### src/rtl/render_pkg.sv
// Shared types and constants for the render scheduler and its VGA-side pixel mux.
package render_pkg;

    typedef enum logic [2:0] {
        IDLE,
        SELECT,
        START,
        WAIT,
        NEXT,
        FINISH
    } sched_state_t;

    localparam int PIX_X_W   = 8;
    localparam int PIX_Y_W   = 8;
    localparam int PIX_RGB_W = 24;
    localparam int WD_CNT_W  = 16;

    function automatic int idx_width(input int n);
        return (n > 1) ? $clog2(n) : 1;
    endfunction

endpackage

### src/rtl/pixel_port_mux.sv
// Selects one client's pixel stream by index and registers it onto the VGA write port.
module pixel_port_mux
    import render_pkg::*;
#(
    parameter int NUM_CLIENTS = 4,
    parameter int IDX_W       = 2
) (
    input  logic                             clk,
    input  logic                             resetn,
    input  logic                             capture,
    input  logic                             kill,
    input  logic [IDX_W-1:0]                 idx,
    input  logic [NUM_CLIENTS-1:0]           client_plot,
    input  logic [PIX_X_W*NUM_CLIENTS-1:0]   client_x,
    input  logic [PIX_Y_W*NUM_CLIENTS-1:0]   client_y,
    input  logic [PIX_RGB_W*NUM_CLIENTS-1:0] client_rgb,
    output logic [PIX_X_W-1:0]               vga_x,
    output logic [PIX_Y_W-1:0]               vga_y,
    output logic [PIX_RGB_W-1:0]             vga_rgb,
    output logic                             vga_plot
);

    logic [PIX_X_W-1:0]   sel_x;
    logic [PIX_Y_W-1:0]   sel_y;
    logic [PIX_RGB_W-1:0] sel_rgb;
    logic                 sel_plot;

    always_comb begin
        sel_x    = '0;
        sel_y    = '0;
        sel_rgb  = '0;
        sel_plot = 1'b0;
        for (int i = 0; i < NUM_CLIENTS; i++) begin
            if (int'(idx) == i) begin
                sel_x    = client_x[i*PIX_X_W +: PIX_X_W];
                sel_y    = client_y[i*PIX_Y_W +: PIX_Y_W];
                sel_rgb  = client_rgb[i*PIX_RGB_W +: PIX_RGB_W];
                sel_plot = client_plot[i];
            end
        end
    end

    // Coordinates and colour hold their last value outside capture; only plot drops.
    always_ff @(posedge clk or negedge resetn) begin
        if (!resetn) begin
            vga_x    <= '0;
            vga_y    <= '0;
            vga_rgb  <= '0;
            vga_plot <= 1'b0;
        end else if (capture) begin
            vga_x    <= sel_x;
            vga_y    <= sel_y;
            vga_rgb  <= sel_rgb;
            vga_plot <= sel_plot & ~kill;
        end else begin
            vga_plot <= 1'b0;
        end
    end

endmodule

### src/rtl/render_scheduler.sv
// Per-frame drawer sequencer owning the single VGA write port.
// Watchdog on hung clients is built only with RENDER_SCHED_WATCHDOG_EN defined.
//
// state  | meaning
// IDLE   | waiting for frame_start
// SELECT | scan latched mask at idx for the next enabled client
// START  | one-cycle draw pulse to client idx
// WAIT   | forward client idx pixels until its done
// NEXT   | advance idx or finish
// FINISH | one-cycle frame_done pulse
module render_scheduler
    import render_pkg::*;
#(
    parameter int NUM_CLIENTS     = 4,
    parameter int WATCHDOG_CYCLES = 65535
) (
    input  logic                             clk,
    input  logic                             resetn,
    input  logic                             frame_start,
    input  logic [NUM_CLIENTS-1:0]           client_en,
    output logic [NUM_CLIENTS-1:0]           client_draw,
    input  logic [NUM_CLIENTS-1:0]           client_done,
    input  logic [NUM_CLIENTS-1:0]           client_plot,
    input  logic [PIX_X_W*NUM_CLIENTS-1:0]   client_x,
    input  logic [PIX_Y_W*NUM_CLIENTS-1:0]   client_y,
    input  logic [PIX_RGB_W*NUM_CLIENTS-1:0] client_rgb,
    output logic [PIX_X_W-1:0]               vga_x,
    output logic [PIX_Y_W-1:0]               vga_y,
    output logic [PIX_RGB_W-1:0]             vga_rgb,
    output logic                             vga_plot,
    output logic                             busy,
    output logic                             frame_done,
    output logic                             frame_overrun,
    output logic                             timeout_err
);

    localparam int IDX_W = idx_width(NUM_CLIENTS);
    localparam logic [IDX_W-1:0]    IDX_LAST = IDX_W'(NUM_CLIENTS - 1);
    localparam logic [WD_CNT_W-1:0] WD_LIMIT = WD_CNT_W'(WATCHDOG_CYCLES - 1);

    sched_state_t           state_q, state_d;
    logic [IDX_W-1:0]       idx_q, idx_d;
    logic [NUM_CLIENTS-1:0] mask_q;
    logic                   accept;
    logic                   capture;
    logic                   plot_kill;
    logic                   wd_hit;
    logic                   done_sel;

    assign accept   = (state_q == IDLE) && frame_start;
    assign done_sel = client_done[idx_q];
    assign busy     = (state_q != IDLE);

`ifdef RENDER_SCHED_WATCHDOG_EN
    logic [WD_CNT_W-1:0] wd_cnt_q;

    // Held at zero outside WAIT so every WAIT visit starts counting from zero.
    always_ff @(posedge clk or negedge resetn) begin
        if (!resetn) begin
            wd_cnt_q <= '0;
        end else if (state_q != WAIT) begin
            wd_cnt_q <= '0;
        end else begin
            wd_cnt_q <= wd_cnt_q + 1'b1;
        end
    end

    assign wd_hit = (state_q == WAIT) && (wd_cnt_q == WD_LIMIT) && !done_sel;

    always_ff @(posedge clk or negedge resetn) begin
        if (!resetn) begin
            timeout_err <= 1'b0;
        end else if (accept) begin
            timeout_err <= 1'b0;
        end else if (wd_hit) begin
            timeout_err <= 1'b1;
        end
    end
`else
    logic wd_limit_unused;
    assign wd_limit_unused = ^WD_LIMIT;
    assign wd_hit          = 1'b0;
    assign timeout_err     = 1'b0;
`endif

    always_comb begin
        state_d   = state_q;
        idx_d     = idx_q;
        capture   = 1'b0;
        plot_kill = 1'b0;
        case (state_q)
            IDLE: begin
                if (frame_start) begin
                    idx_d   = '0;
                    state_d = SELECT;
                end
            end
            SELECT: begin
                if (mask_q[idx_q]) begin
                    state_d = START;
                end else if (idx_q == IDX_LAST) begin
                    state_d = FINISH;
                end else begin
                    idx_d = idx_q + 1'b1;
                end
            end
            START: state_d = WAIT;
            WAIT: begin
                capture = 1'b1;
                if (done_sel) begin
                    state_d = NEXT;
                end else if (wd_hit) begin
                    plot_kill = 1'b1;
                    state_d   = NEXT;
                end
            end
            NEXT: begin
                if (idx_q == IDX_LAST) begin
                    state_d = FINISH;
                end else begin
                    idx_d   = idx_q + 1'b1;
                    state_d = SELECT;
                end
            end
            FINISH:  state_d = IDLE;
            default: state_d = IDLE;
        endcase
    end

    always_ff @(posedge clk or negedge resetn) begin
        if (!resetn) begin
            state_q <= IDLE;
            idx_q   <= '0;
            mask_q  <= '0;
        end else begin
            state_q <= state_d;
            idx_q   <= idx_d;
            if (accept) begin
                mask_q <= client_en;
            end
        end
    end

    // Pulse outputs are loaded from the next state so they line up with START/FINISH.
    always_ff @(posedge clk or negedge resetn) begin
        if (!resetn) begin
            client_draw   <= '0;
            frame_done    <= 1'b0;
            frame_overrun <= 1'b0;
        end else begin
            client_draw   <= (state_d == START) ? (NUM_CLIENTS'(1) << idx_d) : '0;
            frame_done    <= (state_d == FINISH);
            frame_overrun <= frame_start && busy;
        end
    end

    pixel_port_mux #(
        .NUM_CLIENTS (NUM_CLIENTS),
        .IDX_W       (IDX_W)
    ) u_pixel_port_mux (
        .clk         (clk),
        .resetn      (resetn),
        .capture     (capture),
        .kill        (plot_kill),
        .idx         (idx_q),
        .client_plot (client_plot),
        .client_x    (client_x),
        .client_y    (client_y),
        .client_rgb  (client_rgb),
        .vga_x       (vga_x),
        .vga_y       (vga_y),
        .vga_rgb     (vga_rgb),
        .vga_plot    (vga_plot)
    );

endmodule
### config.mk
export PLATFORM = sky130hd
export DESIGN_NAME = render_scheduler
export DESIGN_NICKNAME = d
export VERILOG_FILES = /design/src/rtl/render_pkg.sv /design/src/rtl/pixel_port_mux.sv /design/src/rtl/render_scheduler.sv
export SDC_FILE = /design/constraint.sdc
export NUM_CORES = 1
export LEC_CHECK = 0
export BUFFER_PORTS_ARGS = -buffer_cell sky130_fd_sc_hd__buf_2
export CORE_MARGIN = 4
export CORE_UTILIZATION = 38
export DETAILED_ROUTE_END_ITERATION = 7
export PLACE_DENSITY_LB_ADDON = 0.08
export SYNTH_ARGS = -nofsm -noshare
export SYNTH_HDL_FRONTEND = slang
export SYNTH_SLANG_ARGS = --single-unit
### constraint.sdc
create_clock -name clk -period 1.4 [get_ports clk]
set_input_delay 0.14 -clock clk [delete_from_list [all_inputs] [get_ports clk]]
set_output_delay 0.14 -clock clk [all_outputs]
set_load 0.05 [all_outputs]
Word level (Yosys, flattened, before mapping)

Cells that the tools add are included.

Register bits after elaboration: 56
Output and inout bits: 49
Input port bits: 175

Add/subtract/negate cells: 1
Reductions and logical operators: 5
Shifts and indexed selects: 1
Magnitude comparators: 1
Equality and inequality tests: 10
Muxes and demuxes: 33

Operator list:

| kind                                                                  | number |
|---|---|
| 24-bit two-way mux                                                    | 4 |
| 8-bit two-way mux                                                     | 8 |
| 3-bit two-way mux                                                     | 5 |
| 3-bit case mux with 5 select lines                                    | 1 |
| 3-bit by 2-bit == test with 1-bit output (second input constant)      | 3 |
| 1-bit two-way mux                                                     | 8 |
| 2-bit == test (second input constant)                                 | 3 |
| 3-bit == test (second input constant)                                 | 2 |
| 2-bit two-way mux                                                     | 3 |
| 2-bit case mux with 3 select lines                                    | 1 |
| 1-bit binary-select mux with 2-bit select                             | 2 |
| 4-bit two-way mux                                                     | 1 |
| 1-bit by 2-bit left shift with 4-bit output (first input constant)    | 1 |
| 3-bit by 1-bit == test with 1-bit output (second input constant)      | 1 |
| 3-bit zero test                                                       | 1 |
| 2-bit by 3-bit < comparator with 1-bit output (second input constant) | 1 |
| 3-bit nonzero test                                                    | 1 |
| 2-bit by 1-bit adder with 2-bit output (second input constant)        | 1 |
| 2-bit by 1-bit == test with 1-bit output (second input constant)      | 1 |
| 1-bit logical AND                                                     | 2 |
| 2-bit zero test                                                       | 1 |

Depth between registers and ports, before layout

Word-level depth: 6
Mapped depth: 6
Depth with buffers taken out: 4

Hierarchy

A second synthesis with hierarchy kept.

Cells, all modules: 294
Area total of the unflattened synthesis: 3364.5 µm²

By module, submodules not included:

| module           | seq. area each (µm²) | area each (µm²) | cells an instance | times used |
|---|---|---|---|---|
| pixel_port_mux   | 1026.0               | 2578.7          | 226               | 1 |
| render_scheduler | 375.4                | 785.8           | 68                | 1 |

Least setup slack after synthesis

No wires, ideal clock.

Path kind: register to register
Start: register idx_q[0]
End: register u_pixel_port_mux.vga_rgb[0]
Path buffers: 3
Setup slack: -176 ps
Setup time: 125 ps
Arrival time: 1451 ps
Stages on the path, launching flop included: 6
Period minus slack after synthesis: 1576 ps
Cells stage by stage: dfrtp_1 buf_6 buf_12 buf_12 mux4_2 mux2_2

Longest elaborated chain between the ends: 5

RTL lines:

| element                          | line                    | source |
|---|---|---|
| start, declared                  | render_scheduler.sv:42  | `logic [IDX_W-1:0] idx_q, idx_d;` |
| start signal, assigned           | render_scheduler.sv:137 | `idx_q <= idx_d;` |
| 2-bit zero test                  | pixel_port_mux.sv:34    | `if (int'(idx) == i) begin` |
| 24-bit two-way mux (3 in series) | pixel_port_mux.sv:34    |  |
| 24-bit two-way mux (*)           | pixel_port_mux.sv:34    |  |
| end signal, assigned             | pixel_port_mux.sv:53    | `vga_rgb <= sel_rgb;` |
| end, declared                    | pixel_port_mux.sv:19    | `output logic [PIX_RGB_W-1:0] vga_rgb,` |

Mark *: on every way between the ends. The rest lies on a longest branch, timed or not.
A chain may end at the register's enable or synchronous reset.

Worst setup path after layout

Start: register idx_q[0]
End: register u_pixel_port_mux.vga_plot

Longest elaborated chain between the ends: 6

RTL lines:

| element                         | line                 | source |
|---|---|---|
| 2-bit zero test                 | pixel_port_mux.sv:34 |  |
| 1-bit two-way mux (3 in series) | pixel_port_mux.sv:34 |  |
| 1-bit two-way mux (*)           | pixel_port_mux.sv:34 |  |
| 1-bit two-way mux (*)           | pixel_port_mux.sv:50 | `end else if (capture) begin` |
| end signal, assigned            | pixel_port_mux.sv:54 | `vga_plot <= sel_plot & ~kill;` |
| end, declared                   | pixel_port_mux.sv:20 | `output logic vga_plot` |

Marked as above.

==> reports/metrics.csv <==
stage;metric;value;unit
run_status;status;complete, but fails checks;
run_status;failing checks;setup timing;
timing;Worst Skew;0.00570;ns
floorplanning;# IOs;224;
critical_path;startpoint types;register;
floorplanning;Die ar.;0.0104;mm^2
grt;largest net degree at the start of global routing;30;
pwr;LEAKAGE;2.47;nW
final_layout;fin cells;572;
final_layout;# diodes;0;
timing;RSZ-0062 raised after global routing;yes;
pwr;pwr/cell area;2300;mW/mm^2
run;Max Cap Viol;0;
placed_design;gpl congestion;0.760;
synthesis;top cells by area in the synthesized netlist;dfrtp_1 42%, mux4_2 25%, mux2_2 15%, mux4_1 4.7%, buf_12 2.4%;
grt;met2 usage;0.341;
timing;Period minus WS final;1.67;ns
grt;Top Usage Layer GRT;met2;
timing;Peak Freq;597;MHz
routing;Initial DRC Count;38;
critical_path;Worst EP required;1.59;ns
synthesis;synthesized cell area;0.00337;mm^2
final_layout;most common cell after layout, fill and taps aside;buf_2;
floorplanning;Die W;102;um
floorplanning;core area;0.00868;mm^2
clock_network;Skew-Pair Late Insertion Delay;0.30;ns
timing;final setup fails;56;
routing;DR DRC count;0;
final_layout;Area growth syn-to-layout;54.8;%
timing;endpoints failing hold;0;
placed_design;Cells after DPL;546;
routing;via count;2862;
grt;met1 Use GR;0.221;
clock_network;Sink Count;56;
synthesis;area share of the leading cell type in the synthesized netlist;0.416;
synthesis;share of async-settable or async-resettable flops after synthesis;1.00;
hold_path;worst min path class;in2reg;
floorplanning;DIE HEIGHT;102;um
floorplanning;Site Rows;34;
floorplanning;Starting Density;0.389;
grt;initial antenna violation count;0;
clock_network;H-tree depth;2;
timing;final worst slack;-0.274;ns
routing;DR vias/cell;5.00;
grt;vias in the first global route;3023;
final_layout;Sequential Area;0.00141;mm^2
synthesis;Top FF cell, synth;dfrtp_1;
placed_design;DP HPWL;7.60;mm
placed_design;IO Port Bufs;222;
final_layout;commonest cells after routing, fill and taps aside;221 x buf_2, 51 x dfrtp_1, 43 x mux4_2;
timing;Slew Limit Fails;0;
critical_path;arrival time worst endpoint;1.87;ns
critical_path;CP max FO;4;
routing;WL final;9.86;mm
final_layout;FILL cells;746;
pwr;Worst VDD drop;1.11;mV
clock_network;Bufs on Longest Clock Path;2;
synthesis;EDFF count, synth;0;
final_layout;final core utilization;0.601;
grt;met3 usage;0.0396;
critical_path;critical path class;reg2reg;
synthesis;dominant cell type by area after synthesis;dfrtp_1;
grt;first-pass GRT wire length;14.8;mm
routing;routed length per placed instance;17.2;um
clock_network;root buf cell;clkbuf_8;
synthesis;Gate Count Post-Synth;206;
synthesis;Yosys reg bits;56;
synthesis;register area share after synthesis;0.416;
final_layout;layout cells sized above 1;0.830;
synthesis;Syn. warnings;0;
clock_network;clock transition at the registers of the reported paths;0.10;ns
synthesis;Cell variety after synth;31;
final_layout;area occupied by multi-input gates;0.00189;mm^2
routing;drt first pass iters;4;
timing;fin crit share;1.20;
routing;Post-DRT Antenna Nets;0;
timing;Worst Hold Slack;0.0674;ns
critical_path;crit path capture type;register;
grt;grt total ovfl;0;
synthesis;Avg Inst Size Synth;16.4;um^2
clock_network;CTS Buf Count;5;
grt;global-route usage over all layers;0.182;
clock_network;CTS tree;done;
synthesis;synthesized net count;381;
final_layout;number of nets in the layout;638;
==> metrics by stage <==
stage / setup TNS, ns / area (um^2) / total power, mW / setup WS [ns]
detailed placement: -11.52 / 4740 / 10.1 / -0.271
global route: -13.99 / 5220 / 12.7 / -0.322
CTS: -11.08 / 5080 / 11.7 / -0.252
global placement: -10.47 / 4740 / 9.98 / -0.251
floorplan: -6.60 / 3410 / 8.26 / -0.176
finish: -11.45 / 5220 / 12.0 / -0.274
==> final timing paths <==
path	start	cells after the start	slack, ns	to
worst min-delay path	client_en[0]	2	0.07	mask_q[0]
worst min register to register	u_pixel_port_mux.vga_rgb[8]	1	0.50	u_pixel_port_mux.vga_rgb[8]
worst max-delay path	idx_q[0]	6	-0.27	u_pixel_port_mux.vga_plot
min in group asynchronous	resetn	3	0.43	u_pixel_port_mux.vga_y[0]
max in group asynchronous	resetn	3	0.65	state_q[1]
worst max register to register	idx_q[0]	6	-0.27	u_pixel_port_mux.vga_plot
==> cell families after synthesis <==
family | after synthesis | synth area share
buffers and inverters | 22 | 0.0575
other | 1 | 0.00111
AO/OA/AOI/OAI | 10 | 0.0249
multiplexers | 89 | 0.447
flip-flops | 56 | 0.416
AND/OR/NAND/NOR | 28 | 0.0542
==> report_power, final <==
group / total, mW / switching [mW] / internal (mW)
Sequential: 2.83 / 0.427 / 2.40
Clock: 0.897 / 0.492 / 0.405
Combinational: 8.26 / 4.53 / 3.73
Total: 12.0 / 5.45 / 6.54
==> synthesized netlist by cell type, types with 2 or more instances <==
library cell  count
nor2_1            5
nor2b_1           2
buf_2            10
buf_4             2
nand2_1           5
a21boi_0          2
mux4_1            6
buf_12            4
dfrtp_1          56
nand3b_1          4
mux2i_1           2
nor3b_1           2
inv_1             3
mux2_2           44
nand3_1           3
mux4_2           37
buf_6             2
a21oi_1           4
==> per-layer routing <==
metal  wire (um)  share of wire  vias up
met3         837          0.085        2
met1        3690           0.37     1420
met4          19         0.0019        0
li1            -              -     1324
met2        5320           0.54      116
met5           0              0        -
==> state kept, by name, summed over array words and instances, names as in the netlist, 2 cells and up <==
signal,count
client_draw,4
idx_q,2
mask_q,4
state_q,3
u_pixel_port_mux.vga_rgb,24
u_pixel_port_mux.vga_x,8
u_pixel_port_mux.vga_y,8
==> worst max-delay path, cell delays in order, from the launching register on <==
cell and delay (ns):
dfrtp_2 0.46, buf_12 0.15, buf_12 0.13, buf_16 0.13
buf_4 0.13, mux4_2 0.43, nor2b_4 0.14
==> repair_timing <==
action,in CTS,in global routing
pin swaps,8,6
gates cloned,3,2
buffers inserted,7,5
endpoints found under the hold margin,56,0
gates resized for setup,38,9
setup endpoints to repair,54,56
hold buffers,1,0
==> cell type report <==
cell class,instances,share of cell area
Multi-Input combinational cell,128,0.362
Timing Repair Buffer,269,0.323
Sequential cell,56,0.270
Tap cell,108,0.0259
Clock buffer,8,0.0173
Inverter,3,0.00216
Note: power is estimated with default switching activity, not from simulation.
